--- config.mk ---
export PLATFORM = sky130hd
export DESIGN_NAME = uart_tx_flat
export DESIGN_NICKNAME = d
export VERILOG_FILES = /design/src/rtl/uart_pkg.sv /design/src/rtl/uart_tx_if.sv /design/src/rtl/uart_tx_baud_counter.sv /design/src/rtl/uart_tx.sv /design/src/flat_wrapper.sv
export SDC_FILE = /design/constraint.sdc
export NUM_CORES = 1
export LEC_CHECK = 0
export BUFFER_PORTS_ARGS = -buffer_cell sky130_fd_sc_hd__buf_2
export CAP_MARGIN = 10
export CORE_MARGIN = 2
export CORE_UTILIZATION = 60
export DETAILED_ROUTE_END_ITERATION = 8
export PLACE_DENSITY = 0.85
export SLEW_MARGIN = 20
export SYNTH_ARGS = -nofsm -noshare
export SYNTH_HDL_FRONTEND = slang
export SYNTH_SLANG_ARGS = --single-unit
--- constraint.sdc ---
create_clock -name i_Clock -period 5.83 [get_ports i_Clock]
set_clock_uncertainty 0.1 [all_clocks]
set_input_delay 0.583 -clock i_Clock [delete_from_list [all_inputs] [get_ports i_Clock]]
set_output_delay 0.583 -clock i_Clock [all_outputs]
set_load 0.01 [all_outputs]
--- src/rtl/uart_pkg.sv ---
// Shared UART definitions: state encoding (common with the receiver), widths and parity helper.
package uart_pkg;

   // Code 3'b101 is only used when UART_TX_PARITY_EN is defined; otherwise it is illegal.
   typedef enum logic [2:0] {
      IDLE    = 3'b000,
      START   = 3'b001,
      DATA    = 3'b010,
      STOP    = 3'b011,
      CLEANUP = 3'b100,
      PARITY  = 3'b101
   } uart_state_t;

   localparam int unsigned UART_DATA_BITS = 8;
   localparam int unsigned UART_CNT_W     = 16;

   // Even parity bit: makes the total count of ones (data + parity) even.
   function automatic logic even_parity(input logic [UART_DATA_BITS-1:0] data);
      return ^data;
   endfunction

endpackage

--- src/rtl/uart_tx_if.sv ---
// Byte-request / serial-line bundle for the UART transmitter.
interface uart_tx_if;
   import uart_pkg::*;

   logic                      i_Enable;
   logic                      i_Tx_DV;
   logic [UART_DATA_BITS-1:0] i_Tx_Byte;
   logic                      o_Tx_Serial;
   logic                      o_Tx_Active;
   logic                      o_Tx_Done;

   // Byte producer side.
   modport master (
      output i_Enable,
      output i_Tx_DV,
      output i_Tx_Byte,
      input  o_Tx_Serial,
      input  o_Tx_Active,
      input  o_Tx_Done
   );

   // Transmitter side.
   modport slave (
      input  i_Enable,
      input  i_Tx_DV,
      input  i_Tx_Byte,
      output o_Tx_Serial,
      output o_Tx_Active,
      output o_Tx_Done
   );

endinterface

--- src/rtl/uart_tx_baud_counter.sv ---
// Bit-time counter: counts clock cycles within one bit and flags the last cycle of the bit.
module uart_tx_baud_counter
   import uart_pkg::*;
#(
   parameter int unsigned CLKS_PER_BIT = 5208
) (
   input  logic clk,
   input  logic rst,
   input  logic clear,
   output logic bit_end
);

   // Terminal count, truncated to the counter width so 65536 still fits.
   localparam logic [UART_CNT_W-1:0] LAST_CNT = UART_CNT_W'(CLKS_PER_BIT - 1);

   logic [UART_CNT_W-1:0] count_q;
   logic [UART_CNT_W-1:0] count_d;

   // Next count: restart on clear, otherwise advance by one.
   always_comb begin
      count_d = count_q + UART_CNT_W'(1);
      if (clear) begin
         count_d = '0;
      end
   end

   // Counter register.
   always_ff @(posedge clk or posedge rst) begin
      if (rst) begin
         count_q <= '0;
      end else begin
         count_q <= count_d;
      end
   end

   assign bit_end = (count_q == LAST_CNT);

endmodule

--- src/rtl/uart_tx.sv ---
// 8N1 UART transmitter, LSB first, registered serial/active/done outputs.
// Optional even-parity bit between data and stop is enabled by defining UART_TX_PARITY_EN.
module uart_tx
   import uart_pkg::*;
#(
   parameter int unsigned CLKS_PER_BIT = 5208
) (
   input  logic        i_Clock,
   input  logic        i_Reset,
   uart_tx_if.slave    tx_bus
);

   uart_state_t               state_q, state_d;
   logic [2:0]                index_q, index_d;
   logic [UART_DATA_BITS-1:0] byte_q, byte_d;
   logic                      serial_q, serial_d;
   logic                      active_q, active_d;
   logic                      done_q, done_d;
   logic                      bit_end;
   logic                      cnt_clear;

   // Counter runs only while a bit is on the line; it restarts at every bit boundary.
   always_comb begin
      cnt_clear = 1'b1;
      case (state_q)
         START, DATA, STOP: cnt_clear = bit_end;
`ifdef UART_TX_PARITY_EN
         PARITY:            cnt_clear = bit_end;
`endif
         default:           cnt_clear = 1'b1;
      endcase
   end

   uart_tx_baud_counter #(
      .CLKS_PER_BIT (CLKS_PER_BIT)
   ) u_baud (
      .clk     (i_Clock),
      .rst     (i_Reset),
      .clear   (cnt_clear),
      .bit_end (bit_end)
   );

   // Next-state and next-output logic for the frame sequencer.
   always_comb begin
      state_d  = state_q;
      index_d  = index_q;
      byte_d   = byte_q;
      serial_d = serial_q;
      active_d = active_q;
      done_d   = done_q;

      case (state_q)
         IDLE: begin
            serial_d = 1'b1;
            done_d   = 1'b0;
            index_d  = 3'd0;
            if (tx_bus.i_Tx_DV && tx_bus.i_Enable) begin
               byte_d   = tx_bus.i_Tx_Byte;
               serial_d = 1'b0;
               active_d = 1'b1;
               state_d  = START;
            end
         end

         START: begin
            if (bit_end) begin
               serial_d = byte_q[0];
               state_d  = DATA;
            end
         end

         DATA: begin
            if (bit_end) begin
               if (index_q == 3'd7) begin
`ifdef UART_TX_PARITY_EN
                  serial_d = even_parity(byte_q);
                  state_d  = PARITY;
`else
                  serial_d = 1'b1;
                  state_d  = STOP;
`endif
               end else begin
                  index_d  = index_q + 3'd1;
                  serial_d = byte_q[index_q + 3'd1];
               end
            end
         end

`ifdef UART_TX_PARITY_EN
         PARITY: begin
            if (bit_end) begin
               serial_d = 1'b1;
               state_d  = STOP;
            end
         end
`endif

         STOP: begin
            if (bit_end) begin
               done_d   = 1'b1;
               active_d = 1'b0;
               state_d  = CLEANUP;
            end
         end

         CLEANUP: begin
            done_d  = 1'b0;
            index_d = 3'd0;
            state_d = IDLE;
         end

         // Unused codes recover to an idle line.
         default: begin
            serial_d = 1'b1;
            active_d = 1'b0;
            done_d   = 1'b0;
            index_d  = 3'd0;
            state_d  = IDLE;
         end
      endcase
   end

   // State and output registers; reset forces the line high at once.
   always_ff @(posedge i_Clock or posedge i_Reset) begin
      if (i_Reset) begin
         state_q  <= IDLE;
         index_q  <= 3'd0;
         byte_q   <= '0;
         serial_q <= 1'b1;
         active_q <= 1'b0;
         done_q   <= 1'b0;
      end else begin
         state_q  <= state_d;
         index_q  <= index_d;
         byte_q   <= byte_d;
         serial_q <= serial_d;
         active_q <= active_d;
         done_q   <= done_d;
      end
   end

   assign tx_bus.o_Tx_Serial = serial_q;
   assign tx_bus.o_Tx_Active = active_q;
   assign tx_bus.o_Tx_Done   = done_q;

endmodule

--- src/flat_wrapper.sv ---
// flat-port wrapper written by rule: the top's interface ports become plain ports
module uart_tx_flat import uart_pkg::*;
#(
   parameter int unsigned CLKS_PER_BIT = 5208
)
  (i_Clock, i_Reset, tx_bus_i_Enable, tx_bus_i_Tx_DV, tx_bus_i_Tx_Byte, tx_bus_o_Tx_Serial, tx_bus_o_Tx_Active, tx_bus_o_Tx_Done);
  uart_tx_if tx_bus_i ();
  input  logic i_Clock;
  input  logic i_Reset;
  input wire logic [$bits(tx_bus_i.i_Enable)-1:0] tx_bus_i_Enable;
  input wire logic [$bits(tx_bus_i.i_Tx_DV)-1:0] tx_bus_i_Tx_DV;
  input wire logic [$bits(tx_bus_i.i_Tx_Byte)-1:0] tx_bus_i_Tx_Byte;
  output wire logic [$bits(tx_bus_i.o_Tx_Serial)-1:0] tx_bus_o_Tx_Serial;
  output wire logic [$bits(tx_bus_i.o_Tx_Active)-1:0] tx_bus_o_Tx_Active;
  output wire logic [$bits(tx_bus_i.o_Tx_Done)-1:0] tx_bus_o_Tx_Done;
  assign tx_bus_i.i_Enable = tx_bus_i_Enable;
  assign tx_bus_i.i_Tx_DV = tx_bus_i_Tx_DV;
  assign tx_bus_i.i_Tx_Byte = tx_bus_i_Tx_Byte;
  assign tx_bus_o_Tx_Serial = tx_bus_i.o_Tx_Serial;
  assign tx_bus_o_Tx_Active = tx_bus_i.o_Tx_Active;
  assign tx_bus_o_Tx_Done = tx_bus_i.o_Tx_Done;
  uart_tx #(.CLKS_PER_BIT(CLKS_PER_BIT)) u_core (.i_Clock(i_Clock), .i_Reset(i_Reset), .tx_bus(tx_bus_i));
endmodule
# [After elaboration in Yosys (flattened, before gate mapping)]
# Index checks and enable logic that the tools add are counted.
[word_totals] register_bits=33 input_bits=12 output_inout_bits=3
[op_classes] reduce_logical=13 eq_ne=12 mux=23 bitwise_logic=4 order_cmp=1 addsub=2
[ops] cell="3-bit 2-to-1 mux" count=7
[ops] cell="16-bit by 1-bit adder with 16-bit output, second input constant" count=1
[ops] cell="16-bit by 13-bit == test with 1-bit output, second input constant" count=1
[ops] cell="16-bit 2-to-1 mux" count=1
[ops] cell="3-bit one-hot mux with 4 select lines" count=1
[ops] cell="2-bit by 1-bit != test with 1-bit output, second input constant" count=5
[ops] cell="1-bit 2-to-1 mux" count=9
[ops] cell="3-bit AND reduction" count=3
[ops] cell="3-bit by 2-bit == test with 1-bit output, second input constant" count=2
[ops] cell="3-bit == test, second input constant" count=2
[ops] cell="3-bit one-hot mux with 2 select lines" count=1
[ops] cell="2-bit OR reduction" count=3
[ops] cell="3-bit OR reduction" count=2
[ops] cell="5-bit AND reduction" count=1
[ops] cell="3-bit by 4-bit less-than comparator with 1-bit output, second input constant" count=1
[ops] cell="1-bit NOT" count=4
[ops] cell="1-bit one-hot mux with 4 select lines" count=1
[ops] cell="2-bit AND reduction" count=2
[ops] cell="3-bit by 1-bit adder with 3-bit output, second input constant" count=1
[ops] cell="1-bit binary-select mux with 3-bit select" count=1
[ops] cell="3-bit by 1-bit == test with 1-bit output, second input constant" count=1
[ops] cell="3-bit logical NOT" count=1
[ops] cell="1-bit one-hot mux with 3 select lines" count=1
[ops] cell="2-bit != test, second input constant" count=1
[ops] cell="2 further kinds" count=2

# [Logic depth before layout (Yosys ltp)]
# Gate-level depths: netlist (run 1).
[logic_depth] depth_word=6 depth_mapped=8

# [By module]
# A second synthesis (run 1) with hierarchy kept.
[unflattened] cells_unflattened=161 hier_area_um2=1727.9
[modules_own_cells] mod="uart_tx" n_inst=1 area_each_um2=888.4 cells_each=76
[modules_own_cells] mod="uart_tx_baud_counter" n_inst=1 area_each_um2=839.6 cells_each=85

# [Worst setup path before layout (run 1)]
# OpenSTA, ideal clock, no wires.
[synth_timing] kind="register -> register" start="register u_core.index_q[0]" end="register u_core.serial_q (netlist: u_core.tx_bus.o_Tx_Serial)" path_slack_ps=3766 t_required_ps=5649 arrival_ps=1883 synth_period_minus_slack_ps=2064 path_buffers=1 stages_incl_launch_ff=9 setup_time_ps=81 cell_sequence="dfrtp_1 > ha_1 > ha_1 > buf_2 > mux2i_1 > mux4_2 > nand2b_1 > nand3_1 > a32oi_1"
[synth_between] elab_chain_len=6
[synth_lines] item="start, declared" line_no="uart_tx.sv:14" source="logic [2:0] index_q, index_d;"
[synth_lines] item="start signal, assigned" line_no="uart_tx.sv:134" source="index_q <= index_d;"
[synth_lines] item="3-bit by 1-bit adder with 3-bit output" line_no="uart_tx.sv:84" source="serial_d = byte_q[index_q + 3'd1];"
[synth_lines] item="1-bit binary-select mux with 3-bit select" line_no="uart_tx.sv:84"
[synth_lines] item="1-bit 2-to-1 mux (implied by the code)" line_no="uart_tx.sv:84"
[synth_lines] item="1-bit 2-to-1 mux *" line_no="uart_tx.sv:74" source="if (index_q == 3'd7) begin"
[synth_lines] item="1-bit 2-to-1 mux *" line_no="uart_tx.sv:73" source="if (bit_end) begin"
[synth_lines] item="1-bit one-hot mux with 4 select lines *" line_no="uart_tx.sv:52" source="case (state_q)"
[synth_lines] item="end signal, assigned" line_no="uart_tx.sv:136" source="serial_q <= serial_d;"
[synth_lines] item="end, declared" line_no="uart_tx.sv:16" source="logic serial_q, serial_d;"
# Every way passes the cells marked *; elsewhere a longest branch is shown, timed or not. The select of a mux whose other input is x is not followed.
# A chain may end at the register's enable or synchronous reset.

# [Worst setup path after layout (run 1)]
# Same ends and word-level chain as after synthesis.

==> flow_summary.toml, run 1 <==
[cts]
clock_tree_buf_depth = 2
clock_sink_count = 33
cts.repair_timing.setup_buffer_count = 0
numCtsBuffers = 5
h_tree_depth = 2
cts.root.buffer_cell = "clkbuf_4"
clkSlewWorstSetupHoldPaths_ns = 0.11
cts_tree = "built"
cts-resized-gates = 0
clock_latency_ns = 0.34
cts_hold_repair.buffers = 0

[pwr]
leakagePower_nw = 0.8233
share_seq_of_total_power_pct = 58.6
sw_ratio_pct = 31.16
clock_power_share_pct = 23.9
p_sw_uw = 162.8
intPower_uw = 359.6
power_frac_comb_pct = 17.5
pwr_density_cell_nw_per_um2 = 287.3
total_power_uw = 522.3
max-vdd-ir-drop_v = 0.0002580

[timing]
unrepaired_setup_endpoints_after_global_routing = "false"
final-max-slew-violation-count = 0
max_freq_ghz = 0.4415
post-route-period-util_pct = 38.85
setup_total_negative_slack_ns = 0
hold_violations = 0
final_period_minus_worst_setup_slack_ns = 2.265
timing.final.setup_violations = 0
slew_headroom_pct = 61.85
worst_pin_slew_ns = 0.5680

[floorplan]
dieArea_sq_um = 3267
pin_count = 15
rows = 19
die-height_um = 57.16
std_cell_core_area_sq_um = 2710
die_width_um = 57.16
initial_util_pct = 62.56

[setup_path]
setup_slack_reg_to_reg_ns = 3.57
cp-end-kind = "flop"
crit_slowest_cell = "mux4_2"
ff2ff_path_depth = 7
timing.setup.critical_path_class = "reg -> reg"
critPathMaxFanout = 5
r2r_start = "u_core.index_q[0]$_DFFE_PP0P_"
worstPathCellList = "ha_1 -> ha_1 -> mux2i_1 -> mux4_2 -> nand2b_1 -> nand3_1 -> a32oi_1"
data_required_critical_path_ns = 5.98
timing.critical_path.from_type = "flop"
critPathMaxStageDelay_ns = 0.47
worst_r2r_endpoint = "u_core.tx_bus.o_Tx_Serial$_DFFE_PP1P_"
critical_path_arrival_ns = 2.42
cp_common_cell = "ha_1"

[routing]
post_detailed_route_drc_marker_count = 0
drt-wirelength-per-cell_um = 14.09
routed_wl_mm = 2.959
detailroute.via_count = 1200
drc_violation_total_after_the_first_tritonroute_iteration = 42
detail-route-antenna-nets = 0
drt_pre_antenna_iters = 4
viasPerCell = 5.714

[logic_synthesis]
synth_xor_xnor_area_share_pct = 8.266
synth_seq_area_share_pct = 48.78
synth-simple-area-share_pct = 22.29
synth.distinct_cells = 38
ys_ff_latch = 33
synth.net_count = 179
syn-mean-instance-area_sq_um = 10.34
synth-adder-area-share_pct = 2.214
synthesis.instances = 164
yosys_warnings = 0
synth.cell_area_sq_um = 1695
synth_compound_area_share_pct = 4.723
synthMuxAreaShare_pct = 10.18
largest_family_of_logic_cells_by_synthesized_area = "simple AND/OR/NAND/NOR gates"

[placement]
port_buffers = 14
dp.final_hpwl_mm = 2.140
gp_congestion = 0.8012

[finish]
multi_input_area_sq_um = 808.3
fillCellCount = 227
area.sequential_sq_um = 827.0
flow.area_growth_from_synthesis_pct = 7.232
drive_gt1_share_pct = 21.23
num_antenna_cells = 0
final_nets = 193

[global_route]
wire_length_of_the_first_global_routing_pass_mm = 5.209
gr-usage-all-layers_pct = 20.94
grt_antenna_before_repair = 0
grt_start_max_net_pins = 34
grt_remaining_overflow = 0
grt_pass1_vias = 1136

[min_path]
hold_path.class = "in -> async"

[job]
count_of_maximum_capacitance_violations = 0

[run_status]
status = "complete, no violations"
placed cells by master, fill, tap and decap left out, types with 2 or more instances in the layout:
master | netlist | layout
a21oi_1 | 5 | 5
a31oi_1 | 2 | 2
and3_1 | 4 | 4
buf_2 | 2 | 14
clkbuf_4 | 0 | 5
clkinv_2 | 0 | 2
dfrtp_1 | 32 | 32
ha_1 | 3 | 3
inv_1 | 3 | 3
mux2_2 | 8 | 8
mux2i_1 | 6 | 6
nand2_1 | 9 | 9
nand2b_1 | 2 | 2
nand3_1 | 11 | 11
nand4_1 | 3 | 3
nor2_1 | 28 | 28
nor3_1 | 3 | 3
o21ai_0 | 4 | 4
xnor2_1 | 7 | 7
xor2_1 | 9 | 9
routing by layer:
| layer | up-vias | wire length, um | share of wire [%] | track usage [%] |
|---|---|---|---|---|
| met5 | - | 0 | 0 | 0 |
| met4 | 0 | 47 | 1.6 | 6.977 |
| met3 | 5 | 87 | 2.9 | 5.442 |
| met2 | 17 | 1420 | 48 | 34.98 |
| met1 | 582 | 1403 | 47 | 26.71 |
| li1 | 596 | - | - | - |
layout make-up:
class	count	area share, %
Multi-Input combinational cell	120	44.46
Timing Repair Buffer	15	4.267
Inverter	3	0.6194
Sequential cell	33	45.49
Clock buffer	5	2.065
Clock inverter	3	0.9635
Tap cell	31	2.134
worst max-delay path, delay by kind of cell (launching register included):
family | cells | cell delay (ns)
fa+ha+maj | 2 | 0.62
simple gates | 2 | 0.16
compound gates | 1 | 0.23
flops | 1 | 0.46
mux | 2 | 0.62
through the flow:
step / cells / setup slack, ns / area (sq um) / utilization [%] / hold slack (ns)
after global routing: 210 / 3.411 / 1818 / 67.08 / 0.2356
final: 210 / 3.565 / 1818 / 67.08 / 0.1984
after floorplan: 164 / 3.766 / 1695 / - / 0.3434
after CTS: 210 / 3.552 / 1818 / 67.08 / 0.2128
after detailed placement: 202 / 3.595 / 1763 / 65.05 / 0.3818
after global placement: 202 / 3.715 / 1763 / 65.05 / 0.3691
synthesized netlist by cell type (all sizes together):
| master | n | area share, % |
|---|---|---|
| dfrtp | 32 | 47 |
| nor2 | 28 | 6.2 |
| nand3 | 11 | 3.2 |
| nand2 | 9 | 2.0 |
| xor2 | 9 | 4.6 |
| mux2 | 8 | 5.3 |
| xnor2 | 7 | 3.6 |
| and3 | 6 | 2.6 |
| mux2i | 6 | 3.5 |
| a21oi | 5 | 1.5 |
| o21ai | 5 | 1.5 |
| buf | 4 | 1.9 |
| clkbuf | 4 | 0.96 |
| ha | 3 | 2.2 |
| inv | 3 | 0.66 |
| nand4 | 3 | 1.1 |
| nor3 | 3 | 0.89 |
| a31oi | 2 | 0.74 |
| nand2b | 2 | 0.74 |
| nor4 | 2 | 1.6 |
| a311oi | 1 | 0.52 |
| a32oi | 1 | 0.52 |
| and2b | 1 | 0.52 |
| and4 | 1 | 0.66 |
| dfstp | 1 | 1.6 |
| mux4 | 1 | 1.3 |
| nand3b | 1 | 0.44 |
| nor2b | 1 | 0.37 |
| nor3b | 1 | 0.44 |
| nor4b | 1 | 0.52 |
| nor4bb | 1 | 0.59 |
| or3 | 1 | 0.37 |
sequential cells by signal, indices dropped and copies added, names as in the netlist:
register,flops
u_core.tx_bus.o_Tx_Serial,1
u_core.tx_bus.o_Tx_Done,1
u_core.state_q,3
u_core.u_baud.count_q,16
u_core.tx_bus.o_Tx_Active,1
u_core.index_q,3
u_core.byte_q,8
power by group through the flow:
stage	Sequential [mW]	Combinational, mW	Clock, mW
final	0.306	0.0915	0.125
after global routing	0.311	0.105	0.137
after CTS	0.305	0.0922	0.128
after detailed placement	0.310	0.0914	0
after global placement	0.307	0.0864	0
after floorplan	0.296	0.0794	0
worst max path at each step:
stage / from / to / cells after the start
finish: u_core.index_q[0]$_DFFE_PP0P_ / u_core.tx_bus.o_Tx_Serial$_DFFE_PP1P_ / 7
global route: u_core.index_q[0]$_DFFE_PP0P_ / u_core.tx_bus.o_Tx_Serial$_DFFE_PP1P_ / 7
CTS: u_core.index_q[0]$_DFFE_PP0P_ / u_core.tx_bus.o_Tx_Serial$_DFFE_PP1P_ / 7
detailed placement: u_core.index_q[0]$_DFFE_PP0P_ / u_core.tx_bus.o_Tx_Serial$_DFFE_PP1P_ / 7
global placement: u_core.index_q[0]$_DFFE_PP0P_ / u_core.tx_bus.o_Tx_Serial$_DFFE_PP1P_ / 7
floorplan: u_core.index_q[0]$_DFFE_PP0P_ / u_core.tx_bus.o_Tx_Serial$_DFFE_PP1P_ / 8
kinds of logic after synthesis:
kind of cell | count (synthesis)
AND/OR/NAND/NOR | 72
flip-flops | 33
XOR/XNOR | 16
multiplexers | 15
AO/OA/AOI/OAI | 14
buffers and inverters | 11
adder cells (fa/ha/maj) | 3
Power figures use the tool's default switching activity.
==> run 2: changes to the inputs <==
--- a/config.mk
+++ b/config.mk
@@ -8,9 +8,9 @@
 export BUFFER_PORTS_ARGS = -buffer_cell sky130_fd_sc_hd__buf_2
 export CAP_MARGIN = 10
 export CORE_MARGIN = 2
-export CORE_UTILIZATION = 60
+export CORE_UTILIZATION = 58
 export DETAILED_ROUTE_END_ITERATION = 8
-export PLACE_DENSITY = 0.85
+export PLACE_DENSITY = 0.83
 export SLEW_MARGIN = 20
 export SYNTH_ARGS = -nofsm -noshare
 export SYNTH_HDL_FRONTEND = slang
==> constraint.sdc (replaced) <==
create_clock -name i_Clock -period 2.2 [get_ports i_Clock]
set_clock_uncertainty 0.1 [all_clocks]
set_input_delay 0.22 -clock i_Clock [delete_from_list [all_inputs] [get_ports i_Clock]]
set_output_delay 0.22 -clock i_Clock [all_outputs]
set_load 0.01 [all_outputs]
==> run 2 against run 1 <==
Against the previous run: hold slack got worse by 0.19 ns; cell count rose by 2.9%; combinational power increased to 2.7 times the previous value; global-route usage increased by 1.2 points; count of clock-buffer cells in the layout up 1; largest power group unchanged.
==> flow_summary.toml, run 2 (same netlist as run 1, synthesis figures left out) <==
[run_status]
status = "complete, no violations"

[routing]
drc_violation_total_after_the_first_tritonroute_iteration = 52
viasPerCell = 5.764
post_detailed_route_drc_marker_count = 0
drt-wirelength-per-cell_um = 14.44
detailroute.via_count = 1245
detail-route-antenna-nets = 0
routed_wl_mm = 3.119
drt_pre_antenna_iters = 4

[min_path]
timing.hold.worst.start = "tx_bus_i_Tx_Byte[2]"
hold_path.class = "in -> reg"
hold_path_end = "u_core.byte_q[2]$_DFFE_PP0P_"
hold-path-cell-count = 2

[floorplan]
rows = 19
std_cell_core_area_sq_um = 2758
die-height_um = 58.07
dieArea_sq_um = 3372
die_width_um = 58.07
initial_util_pct = 61.48
pin_count = 15

[placement]
pre_cts_ws_ns = 0.02829
dp.final_hpwl_mm = 2.135
port_buffers = 14
gp_congestion = 0.7874
placedInstanceArea_sq_um = 1778

[global_route]
grt_start_max_net_pins = 34
wire_length_of_the_first_global_routing_pass_mm = 5.499
grt_antenna_before_repair = 0
grt_pass1_vias = 1300
gr-usage-all-layers_pct = 22.19
grt_remaining_overflow = 0

[timing]
post-route-period-util_pct = 94.81
worst_pin_slew_ns = 0.5744
unrepaired_setup_endpoints_after_global_routing = "false"
timing.final.setup_violations = 0
max_freq_ghz = 0.4794
hold_violations = 0
final_period_minus_worst_setup_slack_ns = 2.086
slew_headroom_pct = 61.42
worst_slack_ns = 0.1141
setup_total_negative_slack_ns = 0
final-max-slew-violation-count = 0

[finish]
largest_registers = "u_core.u_baud.count_q: 16 flops, u_core.byte_q: 8 flops"
largest_reg_flops = 16
flow.area_growth_from_synthesis_pct = 13.21
mostFrequentLayoutCell = "dfrtp_1"
fillCellCount = 211
layout.cells.most_common_list = "32 x dfrtp_1, 28 x nor2_1, 14 x buf_2, 11 x nand3_1"
num_antenna_cells = 0
largest-register = "u_core.u_baud.count_q"
drive_gt1_share_pct = 22.16
fin_area_sq_um = 1919
final_nets = 199

[cts]
cts.root.buffer_cell = "clkbuf_4"
clkSlewWorstSetupHoldPaths_ns = 0.10
clock_tree_buf_depth = 2
cts_tree = "built"
clock_latency_ns = 0.34
numCtsBuffers = 5
cts.repair_timing.setup_buffer_count = 0
h_tree_depth = 2
clock_sink_count = 33

[setup_path]
critical_path_arrival_ns = 2.24
cp-end-kind = "flop"
setup_slack_reg_to_reg_ns = 0.11
critPathMaxFanout = 5
worst_r2r_endpoint = "u_core.tx_bus.o_Tx_Serial$_DFFE_PP1P_"
timing.setup.critical_path_class = "reg -> reg"
timing.critical_path.from_type = "flop"
data_required_critical_path_ns = 2.36
r2r_start = "u_core.index_q[1]$_DFFE_PP0P_"
ff2ff_path_depth = 7

[pwr]
max-vdd-ir-drop_v = 0.0008133
leakagePower_nw = 0.8614
pwr_density_cell_nw_per_um2 = 806.0

[job]
count_of_maximum_capacitance_violations = 0
## run 2: cell types whose count changed in the layout (fill, tap and decap cells not counted)
cell / previous run / this run
dlygate4sd3_1: 0 / 4
buf_4: 1 / 3
clkinv_2: 2 / 0
bufinv_16: 0 / 1
clkbuf_8: 0 / 1
ha_1: 3 / 2
ha_4: 0 / 1
## run 2: timing repair
item                                    CTS  global route
endpoints found under the setup margin    1             1
endpoints found under the hold margin    32             3
resized for setup                         1             1
hold buffers                              1             3
## run 2: how the worst max path moves through the flow
stage,startpoint,slack (ns),to
3_3_place_gp,u_core.index_q[0]$_DFFE_PP0P_,0.15,u_core.tx_bus.o_Tx_Serial$_DFFE_PP1P_
4_1_cts,u_core.index_q[0]$_DFFE_PP0P_,0.04,u_core.tx_bus.o_Tx_Serial$_DFFE_PP1P_
2_1_floorplan,u_core.index_q[0]$_DFFE_PP0P_,0.14,u_core.tx_bus.o_Tx_Serial$_DFFE_PP1P_
5_1_grt,u_core.u_baud.count_q[0]$_DFF_PP0_,0.001,u_core.u_baud.count_q[7]$_DFF_PP0_
3_5_place_dp,u_core.index_q[0]$_DFFE_PP0P_,0.03,u_core.tx_bus.o_Tx_Serial$_DFFE_PP1P_
6_report,u_core.index_q[1]$_DFFE_PP0P_,0.11,u_core.tx_bus.o_Tx_Serial$_DFFE_PP1P_
## run 2: per-layer routing
| layer | routed length [um] | track usage (%) |
|---|---|---|
| met1 | 1418 | 26.59 |
| met2 | 1529 | 35.23 |
| met3 | 113 | 7.589 |
| met4 | 57 | 11.96 |
| met5 | 0 | 0 |
## run 2: metrics by stage
stage               power, mW  utilization [%]  hold slack (ns)  std cells
floorplan              0.9944                -           0.2482        164
global placement        1.043            64.47           0.2164        204
detailed placement      1.063            64.47           0.2353        204
CTS                     1.547            68.15        0.0003070        213
global route            1.636            69.60        0.0008962        216
finish                  1.547            69.60          0.01220        216
## run 2: layout make-up
class | instances | area [sq um] | area share, %
clock inverters | 2 | 37.54 | 1.956
clock buffers | 6 | 51.30 | 2.673
repair buffers | 21 | 132.6 | 6.910
well taps | 31 | 38.79 | 2.021
multi-input cells | 120 | 820.8 | 42.76
flip-flops and latches | 33 | 827.0 | 43.09
inverters | 3 | 11.26 | 0.5867
## run 2: where the power goes
group	leakage, nW	internal [mW]	switching, mW
clock	0.0445	0.270	0.214
sequential	0.421	0.704	0.110
combinational	0.396	0.133	0.115
total	0.861	1.11	0.440
## run 2: critical path: stages (launching register included)
cell and delay (ns):
dfrtp_1 0.42, ha_1 0.23, ha_4 0.32, mux2i_1 0.09, mux4_2 0.47, nand2b_1 0.08
nand3_1 0.08, a32oi_1 0.22
